File: src/rtl/filter_out_stage_if.sv
`timescale 1ns/1ps
// Signal bundle between the state-variable filter and its output stage.
// The master side drives the taps and controls; the slave side is the output stage.
interface filter_out_stage_if;
  logic signed [7:0] filt_hp;
  logic signed [7:0] filt_bp;
  logic signed [7:0] filt_lp;
  logic signed [7:0] bypass_in;
  logic        [2:0] mode;
  logic        [3:0] volume;
  logic              sample_valid;
  logic signed [7:0] sample_out;
  logic              pwm_out;

  modport master (
    output filt_hp, filt_bp, filt_lp, bypass_in, mode, volume,
    input  sample_valid, sample_out, pwm_out
  );

  modport slave (
    input  filt_hp, filt_bp, filt_lp, bypass_in, mode, volume,
    output sample_valid, sample_out, pwm_out
  );
endinterface

File: src/rtl/filter_out_stage.sv
`timescale 1ns/1ps
// Filter output stage: tap mix, saturation, master volume, sample register,
// 1-bit PWM audio pin and the sample strobe that steps the filter.
module filter_out_stage #(
  parameter int CLK_DIV = 256
) (
  input  logic           clk,
  input  logic           rst,
  filter_out_stage_if.slave bus
);

  localparam int DATA_W = 8;
  localparam int MIX_W  = 10;
  localparam int TICK_W = (CLK_DIV > 2) ? $clog2(CLK_DIV) : 1;

  logic        [TICK_W-1:0] tick_cnt;
  logic                     vld_p0;
  logic signed [MIX_W-1:0]  mix_p0;
  logic signed [DATA_W-1:0] sat_p0;
  logic signed [DATA_W-1:0] scaled_p0;
  logic signed [DATA_W-1:0] sample_p1;
  logic        [7:0]        pwm_cnt;
  logic        [7:0]        duty;
  logic                     pwm_p1;

  function automatic logic signed [MIX_W-1:0] ext_tap(input logic signed [DATA_W-1:0] x);
    return {{(MIX_W-DATA_W){x[DATA_W-1]}}, x};
  endfunction

  function automatic logic signed [DATA_W-1:0] sat_mix(input logic signed [MIX_W-1:0] s);
    if (s > 10'sd127)
      return 8'sd127;
    else if (s < -10'sd128)
      return -8'sd128;
    else
      return $signed(s[DATA_W-1:0]);
  endfunction

  // Gain is volume/16; floor shift keeps negative samples rounding toward -inf.
  function automatic logic signed [DATA_W-1:0] scale_vol(input logic signed [DATA_W-1:0] s,
                                                          input logic        [3:0]        v);
    logic signed [12:0] prod;
    logic signed [12:0] shifted;
    prod    = $signed({{5{s[DATA_W-1]}}, s}) * $signed({9'b0, v});
    shifted = prod >>> 4;
    return $signed(shifted[DATA_W-1:0]);
  endfunction

  // ---- stage p0: sample tick, tap mix, saturation, volume ----
  assign vld_p0 = (tick_cnt == TICK_W'(CLK_DIV - 1));

  always_ff @(posedge clk) begin
    if (rst)
      tick_cnt <= '0;
    else if (vld_p0)
      tick_cnt <= '0;
    else
      tick_cnt <= tick_cnt + TICK_W'(1);
  end

  always_comb begin
    mix_p0 = ext_tap(bus.bypass_in);
    if (bus.mode[0]) mix_p0 = mix_p0 + ext_tap(bus.filt_lp);
    if (bus.mode[1]) mix_p0 = mix_p0 + ext_tap(bus.filt_bp);
    if (bus.mode[2]) mix_p0 = mix_p0 + ext_tap(bus.filt_hp);
  end

  assign sat_p0    = sat_mix(mix_p0);
  assign scaled_p0 = scale_vol(sat_p0, bus.volume);

  // ---- stage p1: sample register, captured on the same edge the filter advances ----
  always_ff @(posedge clk) begin
    if (rst)
      sample_p1 <= '0;
    else if (vld_p0)
      sample_p1 <= scaled_p0;
  end

  // PWM duty reloads only at the period boundary, from the sample already held.
  always_ff @(posedge clk) begin
    if (rst) begin
      pwm_cnt <= '0;
      duty    <= 8'h80;
      pwm_p1  <= 1'b0;
    end else begin
      pwm_cnt <= pwm_cnt + 8'd1;
      if (pwm_cnt == 8'hFF)
        duty <= 8'(sample_p1) ^ 8'h80;
      pwm_p1 <= (pwm_cnt < duty);
    end
  end

  assign bus.sample_valid = vld_p0;
  assign bus.sample_out   = sample_p1;
  assign bus.pwm_out      = pwm_p1;

endmodule

File: src/flat_wrapper.sv
// flat-port wrapper written by rule: the top's interface ports become plain ports
module filter_out_stage_flat 
#(
  parameter int CLK_DIV = 256
)
  (clk, rst, bus_filt_hp, bus_filt_bp, bus_filt_lp, bus_bypass_in, bus_mode, bus_volume, bus_sample_valid, bus_sample_out, bus_pwm_out);
  filter_out_stage_if bus_i ();
  input  logic clk;
  input  logic rst;
  input wire logic [$bits(bus_i.filt_hp)-1:0] bus_filt_hp;
  input wire logic [$bits(bus_i.filt_bp)-1:0] bus_filt_bp;
  input wire logic [$bits(bus_i.filt_lp)-1:0] bus_filt_lp;
  input wire logic [$bits(bus_i.bypass_in)-1:0] bus_bypass_in;
  input wire logic [$bits(bus_i.mode)-1:0] bus_mode;
  input wire logic [$bits(bus_i.volume)-1:0] bus_volume;
  output wire logic [$bits(bus_i.sample_valid)-1:0] bus_sample_valid;
  output wire logic [$bits(bus_i.sample_out)-1:0] bus_sample_out;
  output wire logic [$bits(bus_i.pwm_out)-1:0] bus_pwm_out;
  assign bus_i.filt_hp = bus_filt_hp;
  assign bus_i.filt_bp = bus_filt_bp;
  assign bus_i.filt_lp = bus_filt_lp;
  assign bus_i.bypass_in = bus_bypass_in;
  assign bus_i.mode = bus_mode;
  assign bus_i.volume = bus_volume;
  assign bus_sample_valid = bus_i.sample_valid;
  assign bus_sample_out = bus_i.sample_out;
  assign bus_pwm_out = bus_i.pwm_out;
  filter_out_stage #(.CLK_DIV(CLK_DIV)) u_core (.clk(clk), .rst(rst), .bus(bus_i));
endmodule
File: config.mk
export PLATFORM = sky130hd
export DESIGN_NAME = filter_out_stage_flat
export DESIGN_NICKNAME = d
export VERILOG_FILES = /design/src/rtl/filter_out_stage_if.sv /design/src/rtl/filter_out_stage.sv /design/src/flat_wrapper.sv
export SDC_FILE = /design/constraint.sdc
export NUM_CORES = 1
export LEC_CHECK = 0
export BUFFER_PORTS_ARGS = -buffer_cell sky130_fd_sc_hd__clkbuf_2
export CORE_MARGIN = 2
export CORE_UTILIZATION = 24
export DETAILED_ROUTE_END_ITERATION = 8
export SLEW_MARGIN = 20
export SYNTH_ARGS = -nofsm -noshare
export SYNTH_HDL_FRONTEND = slang
export SYNTH_SLANG_ARGS = --single-unit
File: constraint.sdc
create_clock -name clk -period 10.4 [get_ports clk]
set_clock_uncertainty 0.1 [all_clocks]
set_input_delay 2.08 -clock clk [delete_from_list [all_inputs] [get_ports clk]]
set_output_delay 2.08 -clock clk [all_outputs]
set_load 0.02 [all_outputs]
Yosys cells after proc, flatten, opt, wreduce, memory -nomap -nowiden

Index checks and enable logic that the tools add are counted.

Register bits: 33
Input bits: 41
Output and inout bits: 10
Logic and storage cells: 23

$add $sub $neg: 5
$mul: 1
Magnitude comparators: 3
Eq/ne operators: 2
Multiplexer cells: 5
Bitwise gates (word level): 1
Reductions and logical operators: 1

Operator list:

| operator                                                    | count |
|---|---|
| 2-to-1 mux 10 bit                                           | 3 |
| adder 10 x 8 -> 10 bit                                      | 2 |
| adder 8 x 1 -> 8 bit, second input constant                 | 2 |
| == test 8 bit, second input constant                        | 2 |
| 2-to-1 mux 8 bit                                            | 2 |
| multiplier 8 x 5 -> 12 bit                                  | 1 |
| > comparator 10 x 8 -> 1 bit, second input constant         | 1 |
| less-than comparator 10 x 8 -> 1 bit, second input constant | 1 |
| adder 8 x 8 -> 9 bit                                        | 1 |
| less-than comparator 8 bit                                  | 1 |
| OR reduction 2 bit                                          | 1 |
| inverter 1 bit                                              | 1 |

Logic depth before layout (Yosys ltp)

Gate-level depths: netlist of run 1.

Depth after elaboration: 10
Depth in mapped cells: 37
Depth with buffers taken out: 37

Worst setup path after synthesis of run 1

Ideal clock, no wire load.

Path kind: input to register
From: input port bus_bypass_in[0]
To: register u_core.sample_p1[5], in the netlist u_core.bus.sample_out[5]
Library setup time: 0.117 ns
Arrival time: 9.496 ns
Data required time: 10.183 ns
Path slack: 0.686 ns
Cell stages on the path: 35
Path buffers: 0
Path through: ha_1 -> fa_1 -> nand3_1 -> nand2_1 -> a21o_1 -> a21oi_1 -> xnor2_1 -> mux2_2 -> ha_1 -> a2111o_1 -> o22ai_1 -> xor2_1 -> a21oi_1 -> ha_1 -> o21ai_1 -> a211oi_1 -> a221oi_1 -> xnor2_1 -> a211oi_4 -> a211oi_2 -> a31o_2 -> and2_1 -> ha_1 -> inv_1 -> fa_1 -> fa_1 -> inv_1 -> ha_1 -> nand2_1 -> inv_1 -> a221oi_4 -> a21oi_2 -> a21o_1 -> a211o_1 -> a32o_1

Cells in the longest elaborated chain, start to end: 10
Elaborated cells between the ends (all ways): 11
Classes of those cells: add/sub: 3; mul: 1; order compare: 2; mux: 5

RTL lines:

| element                              | RTL line               | source |
|---|---|---|
| start: declaration                   | flat_wrapper.sv:13     | `input wire logic [$bits(bus_i.bypass_in)-1:0] bus_bypass_in;` |
| adder 8 x 8 -> 9 bit                 | filter_out_stage.sv:63 | `if (bus.mode[0]) mix_p0 = mix_p0 + ext_tap(bus.filt_lp);` |
| 2-to-1 mux 10 bit (*)                | filter_out_stage.sv:63 |  |
| adder 10 x 8 -> 10 bit               | filter_out_stage.sv:64 | `if (bus.mode[1]) mix_p0 = mix_p0 + ext_tap(bus.filt_bp);` |
| 2-to-1 mux 10 bit (*)                | filter_out_stage.sv:64 |  |
| adder 10 x 8 -> 10 bit               | filter_out_stage.sv:65 | `if (bus.mode[2]) mix_p0 = mix_p0 + ext_tap(bus.filt_hp);` |
| 2-to-1 mux 10 bit (*)                | filter_out_stage.sv:65 |  |
| less-than comparator 10 x 8 -> 1 bit | filter_out_stage.sv:33 | `else if (s < -10'sd128)` |
| 2-to-1 mux 8 bit                     | filter_out_stage.sv:33 |  |
| 2-to-1 mux 8 bit (*)                 | filter_out_stage.sv:31 | `if (s > 10'sd127)` |
| multiplier 8 x 5 -> 12 bit (*)       | filter_out_stage.sv:44 | `prod = $signed({{5{s[DATA_W-1]}}, s}) * $signed({9'b0, v});` |
| end signal: assignment               | filter_out_stage.sv:76 | `sample_p1 <= scaled_p0;` |
| end: declaration                     | filter_out_stage.sv:21 | `logic signed [DATA_W-1:0] sample_p1;` |

Mark *: on every way between the ends. The rest lies on a longest branch, timed or not.
A chain may end at the register's enable or synchronous reset.

Final worst setup path of run 1

Ends and elaborated chain as after synthesis.

==> results of run 1 <==
## cells in the final DEF, fill, tap and decap left out, types with 9 or more instances in the layout
cell type,netlist,layout
ha_1,55,55
inv_1,53,53
clkbuf_2,0,50
nor2_1,45,45
dfxtp_1,33,33
nand2_1,31,31
a21oi_1,29,29
fa_1,18,18
nor2b_1,17,17
xor2_1,17,17
xnor2_1,16,16
nand3_1,15,15
o21ai_0,15,15
and2_1,15,15
nand2b_1,13,13
mux2_2,11,11
a21o_1,9,9
## power by group through the flow
stage | Sequential (mW) | Combinational, mW | Clock, mW
final | 0.131 | 0.721 | 0.137
after global routing | 0.131 | 0.841 | 0.145
after CTS | 0.131 | 0.731 | 0.141
after detailed placement | 0.134 | 0.725 | 0
after global placement | 0.134 | 0.713 | 0
after floorplan | 0.133 | 0.592 | 0
## cell families after synthesis
logic type,after synthesis,synth area share
and+or+nand+nor,154,0.192
AOI/OAI and AO/OA,111,0.201
adders and majority gates,73,0.260
buffers and inverters,64,0.0600
xor gates and xnor gates,33,0.0718
DFF,33,0.164
muxes,19,0.0507
## flip-flops by register name, summed over array words and instances (netlist names)
register / count
u_core.bus.sample_out: 8
u_core.tick_cnt: 8
u_core.pwm_cnt: 8
u_core.bus.pwm_out: 1
u_core.duty: 8
## critical path, delay by kind of cell
family                   cells  cell delay, ns
AO/OA/AOI/OAI               16            3.53
XOR/XNOR                     3            0.47
adder cells (fa/ha/maj)      8            2.88
buffers and inverters        4            0.24
multiplexers                 1            0.28
AND/OR/NAND/NOR              4            0.43
## worst max path at each step
stage	slack [ns]	cells past startpoint	start	end
3_5_place_dp	0.13	36	bus_bypass_in[0]	u_core.bus.sample_out[5]$_SDFFE_PP0P_
2_1_floorplan	0.69	35	bus_bypass_in[0]	u_core.bus.sample_out[5]$_SDFFE_PP0P_
6_report	0.54	36	bus_bypass_in[0]	u_core.bus.sample_out[5]$_SDFFE_PP0P_
4_1_cts	0.43	36	bus_bypass_in[0]	u_core.bus.sample_out[5]$_SDFFE_PP0P_
3_3_place_gp	0.27	36	bus_bypass_in[0]	u_core.bus.sample_out[5]$_SDFFE_PP0P_
5_1_grt	0.02	36	bus_bypass_in[0]	u_core.bus.sample_out[5]$_SDFFE_PP0P_
## per-layer routing
metal,GRT usage,share of wire,wire length [um]
met1,0.122,0.46,3960
met2,0.183,0.50,4240
met4,0.0248,0.0090,77
met5,0,0,0
met3,0.0164,0.029,245
## area by class of cell
type                       count  area [um2]
tap                          220         275
clock buffer                   6         129
clock inverter                 2        10.0
fill                        1798       11800
multi-input combinational    390        3130
sequential                    33         661
timing repair buffer          54         280
inverter                      54         203
## per-stage QoR
stage / std cells / setup slack [ns] / utilization
2_1_floorplan: 487 / 0.686 / -
3_3_place_gp: 751 / 0.267 / 0.276
3_5_place_dp: 751 / 0.134 / 0.276
4_1_cts: 759 / 0.429 / 0.284
5_1_grt: 759 / 0.0236 / 0.285
6_report: 759 / 0.536 / 0.285
## repair_timing
| action | 4_1_cts | 5_1_grt |
|---|---|---|
| gates resized for setup | 0 | 1 |
| endpoints found under the setup margin | 0 | 3 |
| hold endpoints to repair | 0 | 0 |
==> results.py, run 1 <==
metrics = {
    "clocking": {
        "worstSkewPairLatency_ns": 0.27,
        "cts_hold_buf": 0,
        "cts_made_buffers": 5,
        "cts_tree": "yes",
        "cts.htree.levels": 2,
        "postCtsSetupBuffers": 0,
        "clk_pin_slew_worst_paths_ns": 0.05,
        "cts_sinks": 33,
        "cts_max_path_buffers": 2,
        "root_buffer": "clkbuf_16",
    },
    "placement": {
        "dp_hpwl_um": 7160,
        "place_area_mm2": 0.00454,
        "io_buffers": 50,
        "gp_congestion": 0.810,
    },
    "timing": {
        "finalCritPeriodShare": 0.948,
        "setup_viol_count_final": 0,
        "period_needed_ns": 9.86,
        "setup_tns_ns": 0,
        "maxSlewHeadroom": 0.639,
        "rsz0062_at_grt": "false",
        "drv_slew": 0,
        "whs_ns": 0.367,
        "fmax_mhz": 101,
        "hold_viol_final": 0,
        "worst_pin_slew_ns": 0.541,
    },
    "floorplanning": {
        "die_height_um": 134,
        "die_width_um": 134,
        "fp-row-count": 47,
        "core-area_mm2": 0.0165,
        "die_area_mm2": 0.0178,
        "ios": 51,
        "initial_utilization": 0.245,
    },
    "job": {
        "maxCapViolations": 0,
    },
    "logic_synthesis": {
        "synthTopCellsByCount": "ha_1 (55), inv_1 (53), nor2_1 (45)",
        "synth-seq-cells": 33,
        "synth_top_area_cell": "ha_1",
        "yosysSeqAreaShare": 0.164,
        "avgSynthCellArea_um2": 8.27,
        "synth_cells": 487,
        "yosysWarningCount": 0,
        "syn_nets": 601,
        "synthFlopType": "dfxtp_1",
        "yosys-top-cells-area": "ha_1 (17%), dfxtp_1 (16%), fa_1 (8.9%), inv_1 (4.9%), nor2_1 (4.2%)",
        "synthDominantCellAreaShare": 0.171,
        "synth-edff-count": 0,
        "synth_cell_type_count": 58,
        "synth.most_common_cell": "ha_1",
        "ys_async_sr_fraction": 0,
        "netlist_area_mm2": 0.00403,
    },
    "setup_path": {
        "rrSetupSlack_ns": 8.39,
        "r2r_cells": 6,
        "critPathMostFrequentCell": "ha_1",
        "critPathMaxFanout": 9,
        "start_kind": "input pin",
        "reg2reg_from": "u_core.tick_cnt[2]$_SDFF_PP0_",
        "slowest_delay_ns": 0.54,
        "worstSetupPathType": "input pin to register",
        "worstPathRequired_ns": 10.47,
        "cp_slowest_cell": "fa_1",
        "crit_path_end_kind": "register",
        "worstPathArrival_ns": 9.93,
        "r2r-end": "u_core.bus.sample_out[4]$_SDFFE_PP0P_",
    },
    "grt": {
        "grt_overflow": 0,
        "grt_usage": 0.100,
        "grt_pass1_vias": 3328,
        "antenna_found_initial": 0,
        "grt_max_degree": 28,
        "grt_first_pass_wirelength_um": 15000,
    },
    "detailed_routing": {
        "routed_wirelength_um": 8520,
        "wl_per_cell_um": 11.2,
        "ant_nets": 0,
        "drt-pass1-iter-count": 4,
        "vias": 3365,
        "first_iter_violations": 89,
        "vias_per_cell": 4.43,
        "drc": 0,
    },
    "power": {
        "seqPwrFrac": 0.133,
        "finalPower_mw": 0.989,
        "p_per_area_mw_per_mm2": 211,
        "sw_frac_of_total": 0.447,
        "p_sw_mw": 0.442,
        "leakage_nw": 2.11,
        "clockPowerShare": 0.138,
        "power_frac_comb": 0.729,
        "ir_worst_vdd_mv": 0.0922,
        "p_int_mw": 0.547,
    },
    "finish": {
        "fin_nets": 652,
        "drive_above_1_share": 0.160,
        "final_area_mm2": 0.00469,
        "antenna_cells": 0,
        "syn_to_final_growth_pct": 16.5,
    },
    "worst_hold_path": {
        "hold_end": "u_core.pwm_cnt[0]$_SDFF_PP0_",
        "holdPathStages": 1,
        "hold_class": "register to register",
        "hp-start": "u_core.pwm_cnt[0]$_SDFF_PP0_",
    },
    "status": {
        "status": "finished, final reports clean",
    },
}
Power figures use the tool's default switching activity.
==> run 2: changes to the inputs <==
--- a/config.mk
+++ b/config.mk
@@ -7,4 +7,5 @@
 export LEC_CHECK = 0
 export BUFFER_PORTS_ARGS = -buffer_cell sky130_fd_sc_hd__clkbuf_2
+export CAP_MARGIN = 10
 export CORE_MARGIN = 2
 export CORE_UTILIZATION = 24
==> constraint.sdc (replaced) <==
create_clock -name clk -period 10.4 [get_ports clk]
set_clock_uncertainty 0.1 [all_clocks]
set_input_delay 1.04 -clock clk [delete_from_list [all_inputs] [get_ports clk]]
set_output_delay 1.04 -clock clk [all_outputs]
set_load 0.02 [all_outputs]
==> results.py, run 2 (same netlist as run 1, synthesis figures left out) <==
metrics = {
    "grt": {
        "antenna_found_initial": 0,
        "grt_first_pass_wirelength_um": 14900,
        "grt_usage": 0.0996,
        "grt_max_degree": 28,
        "grt_overflow": 0,
        "grt_pass1_vias": 3277,
    },
    "placement": {
        "place_area_mm2": 0.00451,
        "io_buffers": 50,
        "gp_congestion": 0.816,
        "place_ws_ns": 1.07,
        "dp_hpwl_um": 7080,
    },
    "clocking": {
        "clk_pin_slew_worst_paths_ns": 0.05,
        "root_buffer": "clkbuf_16",
        "cts_max_path_buffers": 2,
        "cts_tree": "yes",
        "cts_sinks": 33,
        "postCtsSetupBuffers": 0,
        "cts.htree.levels": 2,
        "ctsResizeCount": 0,
        "worstSkewPairLatency_ns": 0.27,
        "cts_hold_buf": 0,
        "cts_made_buffers": 5,
    },
    "setup_path": {
        "crit_path_end_kind": "register",
        "critPathMostFrequentCell": "ha_1",
        "start_kind": "input pin",
        "worstPathRequired_ns": 10.47,
        "worstPathArrival_ns": 9.11,
        "cp_slowest_cell": "a211oi_2",
        "critPathMaxFanout": 9,
        "slowest_delay_ns": 0.64,
        "worstSetupPathType": "input pin to register",
    },
    "job": {
        "maxCapViolations": 0,
    },
    "detailed_routing": {
        "routed_wirelength_um": 8410,
        "vias_per_cell": 4.43,
        "ant_nets": 0,
        "vias": 3337,
        "first_iter_violations": 88,
        "wl_per_cell_um": 11.1,
        "drt-pass1-iter-count": 4,
        "drc": 0,
    },
    "floorplanning": {
        "core-area_mm2": 0.0165,
        "ios": 51,
        "initial_utilization": 0.245,
        "die_height_um": 134,
        "die_area_mm2": 0.0178,
        "fp-row-count": 47,
        "die_width_um": 134,
    },
    "finish": {
        "drive_above_1_share": 0.152,
        "syn_to_final_growth_pct": 15.6,
        "final_core_util": 0.283,
        "fin_nets": 648,
        "final_area_mm2": 0.00466,
        "layout_commonest_cell": "ha_1",
        "layout_common_cells": "ha_1 (55), inv_1 (53), clkbuf_2 (50)",
        "antenna_cells": 0,
    },
    "timing": {
        "finalCritPeriodShare": 0.869,
        "fin_ws_ns": 1.36,
        "worst_pin_slew_ns": 0.712,
        "maxSlewHeadroom": 0.524,
        "hold_viol_final": 0,
        "setup_viol_count_final": 0,
        "drv_slew": 0,
        "fmax_mhz": 111,
        "rsz0062_at_grt": "false",
        "period_needed_ns": 9.04,
        "setup_tns_ns": 0,
    },
    "power": {
        "leakage_nw": 2.09,
        "p_per_area_mw_per_mm2": 209,
        "finalPower_mw": 0.974,
        "ir_worst_vdd_mv": 0.101,
    },
    "status": {
        "status": "finished, final reports clean",
    },
    "worst_hold_path": {
        "hold_class": "register to register",
    },
}
-- run 2: report_power, final --
part / leakage [nW] / switching, mW / internal (mW)
Sequential: 0.267 / 0.00213 / 0.129
Combinational: 1.76 / 0.383 / 0.319
Clock: 0.0700 / 0.0479 / 0.0937
-- run 2: area by class of cell --
type,instances,area (um2)
well taps,220,275
flip-flops and latches,33,661
multi-input cells,390,3120
inverters,54,203
clock buffers,7,143
repair buffers,50,250
fillers,1792,11800
-- run 2: critical path, delay by kind of cell --
kind | cells | cell delay, ns
and+or+nand+nor | 4 | 0.45
xor gates and xnor gates | 3 | 0.52
adders and majority gates | 8 | 2.79
muxes | 1 | 0.28
buffers and inverters | 4 | 0.28
AOI/OAI and AO/OA | 16 | 3.76
-- run 2: path summary, 6_finish.rpt --
check                                          end                           from  slack, ns  depth (start not counted)
max reg2reg  u_core.bus.sample_out[4]$_SDFFE_PP0P_  u_core.tick_cnt[2]$_SDFF_PP0_       8.41                          6
min                   u_core.pwm_cnt[0]$_SDFF_PP0_   u_core.pwm_cnt[0]$_SDFF_PP0_       0.36                          1
min reg2reg           u_core.pwm_cnt[0]$_SDFF_PP0_   u_core.pwm_cnt[0]$_SDFF_PP0_       0.36                          1
max          u_core.bus.sample_out[5]$_SDFFE_PP0P_               bus_bypass_in[0]       1.36                         36
-- run 2: layer usage --
| layer | vias to the layer above | routed length [um] | global-route usage |
|---|---|---|---|
| met5 | - | 0 | 0 |
| met4 | 0 | 90 | 0.0242 |
| met3 | 7 | 241 | 0.0171 |
| met2 | 31 | 4130 | 0.178 |
| met1 | 1520 | 3940 | 0.124 |
| li1 | 1779 | - | - |
-- run 2: through the flow --
| step | std cells | hold WS (ns) |
|---|---|---|
| CTS | 754 | 0.361 |
| global route | 754 | 0.397 |
| detailed placement | 747 | 0.351 |
| global placement | 747 | 0.342 |
| finish | 754 | 0.358 |
| floorplan | 487 | 0.325 |
==> run 3: changes to the inputs <==
CORE_MARGIN = not set   (was 2)
CTS_CLUSTER_DIAMETER = 200   (was not set)
==> results.py, run 3 (same netlist as run 1, synthesis figures left out) <==
metrics = {
    "floorplanning": {
        "die_height_um": 132,
        "die_area_mm2": 0.0173,
        "fp-row-count": 46,
        "ios": 51,
        "initial_utilization": 0.250,
        "core-area_mm2": 0.0161,
        "die_width_um": 132,
    },
    "timing": {
        "fmax_mhz": 110,
        "finalCritPeriodShare": 0.875,
        "setup_tns_ns": 0,
        "setup_viol_count_final": 0,
        "maxSlewHeadroom": 0.516,
        "period_needed_ns": 9.10,
        "worst_pin_slew_ns": 0.724,
        "hold_viol_final": 0,
        "drv_slew": 0,
        "rsz0062_at_grt": "false",
    },
    "detailed_routing": {
        "drt-pass1-iter-count": 4,
        "wl_per_cell_um": 11.3,
        "ant_nets": 0,
        "first_iter_violations": 139,
        "routed_wirelength_um": 8460,
        "drc": 0,
        "vias": 3359,
        "vias_per_cell": 4.47,
    },
    "grt": {
        "grt_pass1_vias": 3312,
        "antenna_found_initial": 0,
        "grt_max_degree": 28,
        "grt_usage": 0.102,
        "grt_overflow": 0,
        "grt_first_pass_wirelength_um": 15100,
    },
    "placement": {
        "dp_cells": 743,
        "dp_hpwl_um": 7140,
        "gp_congestion": 0.824,
        "io_buffers": 50,
    },
    "clocking": {
        "cts.htree.levels": 2,
        "cts_hold_buf": 0,
        "cts_sinks": 33,
        "clk_pin_slew_worst_paths_ns": 0.05,
        "cts_max_path_buffers": 2,
        "cts_made_buffers": 5,
        "root_buffer": "clkbuf_16",
        "cts_tree": "yes",
        "worstSkewPairLatency_ns": 0.28,
        "ctsResizeCount": 0,
        "postCtsSetupBuffers": 0,
    },
    "finish": {
        "layout_commonest_cell": "ha_1",
        "drive_above_1_share": 0.155,
        "fin_nets": 648,
        "antenna_cells": 0,
        "layout_common_cells": "ha_1 (55), inv_1 (53), clkbuf_2 (50)",
        "syn_to_final_growth_pct": 15.5,
        "stdcell_count": 751,
    },
    "setup_path": {
        "worstPathArrival_ns": 9.17,
        "critPathMaxFanout": 9,
        "critPathMostFrequentCell": "ha_1",
        "crit_buf_inv": 4,
        "cp.depth": 36,
        "worstPathRequired_ns": 10.47,
        "cp_slowest_cell": "a211oi_2",
        "slowest_delay_ns": 0.65,
        "rrSetupSlack_ns": 8.40,
        "crit_family": "compound AO/OA/AOI/OAI gates",
        "start_kind": "input pin",
        "worstSetupPathType": "input pin to register",
        "r2r_cells": 6,
        "crit_path_end_kind": "register",
    },
    "power": {
        "leakage_nw": 2.09,
        "ir_worst_vdd_mv": 0.0967,
        "p_per_area_mw_per_mm2": 212,
    },
    "worst_hold_path": {
        "holdPathStages": 1,
        "hold_class": "register to register",
    },
    "status": {
        "status": "finished, final reports clean",
    },
    "job": {
        "maxCapViolations": 0,
    },
}
## run 3: routing by layer
| layer | up-vias | global-route usage | wire [um] |
|---|---|---|---|
| met5 | - | 0 | 0 |
| met4 | 0 | 0.0155 | 57 |
| met3 | 6 | 0.0166 | 219 |
| met2 | 25 | 0.178 | 3920 |
| met1 | 1547 | 0.133 | 4260 |
| li1 | 1781 | - | - |
## run 3: path summary, 6_finish.rpt
| path | start | endpoint |
|---|---|---|
| worst max-delay path | bus_bypass_in[0] | u_core.bus.sample_out[5]$_SDFFE_PP0P_ |
| worst min-delay path | u_core.pwm_cnt[0]$_SDFF_PP0_ | u_core.pwm_cnt[0]$_SDFF_PP0_ |
| worst max register to register | u_core.tick_cnt[2]$_SDFF_PP0_ | u_core.bus.sample_out[6]$_SDFFE_PP0P_ |
| worst min register to register | u_core.pwm_cnt[0]$_SDFF_PP0_ | u_core.pwm_cnt[0]$_SDFF_PP0_ |
## run 3: layout make-up
class | count | area, um2
Tap cell | 216 | 270
Multi-Input combinational cell | 390 | 3120
Inverter | 54 | 203
Timing Repair Buffer | 50 | 250
Clock buffer | 5 | 125
Fill cell | 1781 | 11500
Sequential cell | 33 | 661
Clock inverter | 3 | 17.5
## run 3: where the power goes
group	internal (mW)	leakage (nW)	switching (mW)
Combinational	0.321	1.76	0.391
Clock	0.0876	0.0696	0.0533
Sequential	0.129	0.267	0.00216
## run 3: per-stage QoR
step	hold slack, ns	cell area (um2)	total power, mW	setup slack, ns	utilization
6_report	0.364	4650	0.984	1.30	0.289
5_1_grt	0.408	4650	1.11	0.696	0.289
4_1_cts	0.369	4650	0.997	1.27	0.289
3_5_place_dp	0.363	4510	0.851	0.997	0.280
3_3_place_gp	0.345	4510	0.842	1.21	0.280
2_1_floorplan	0.325	4030	0.725	1.73	-
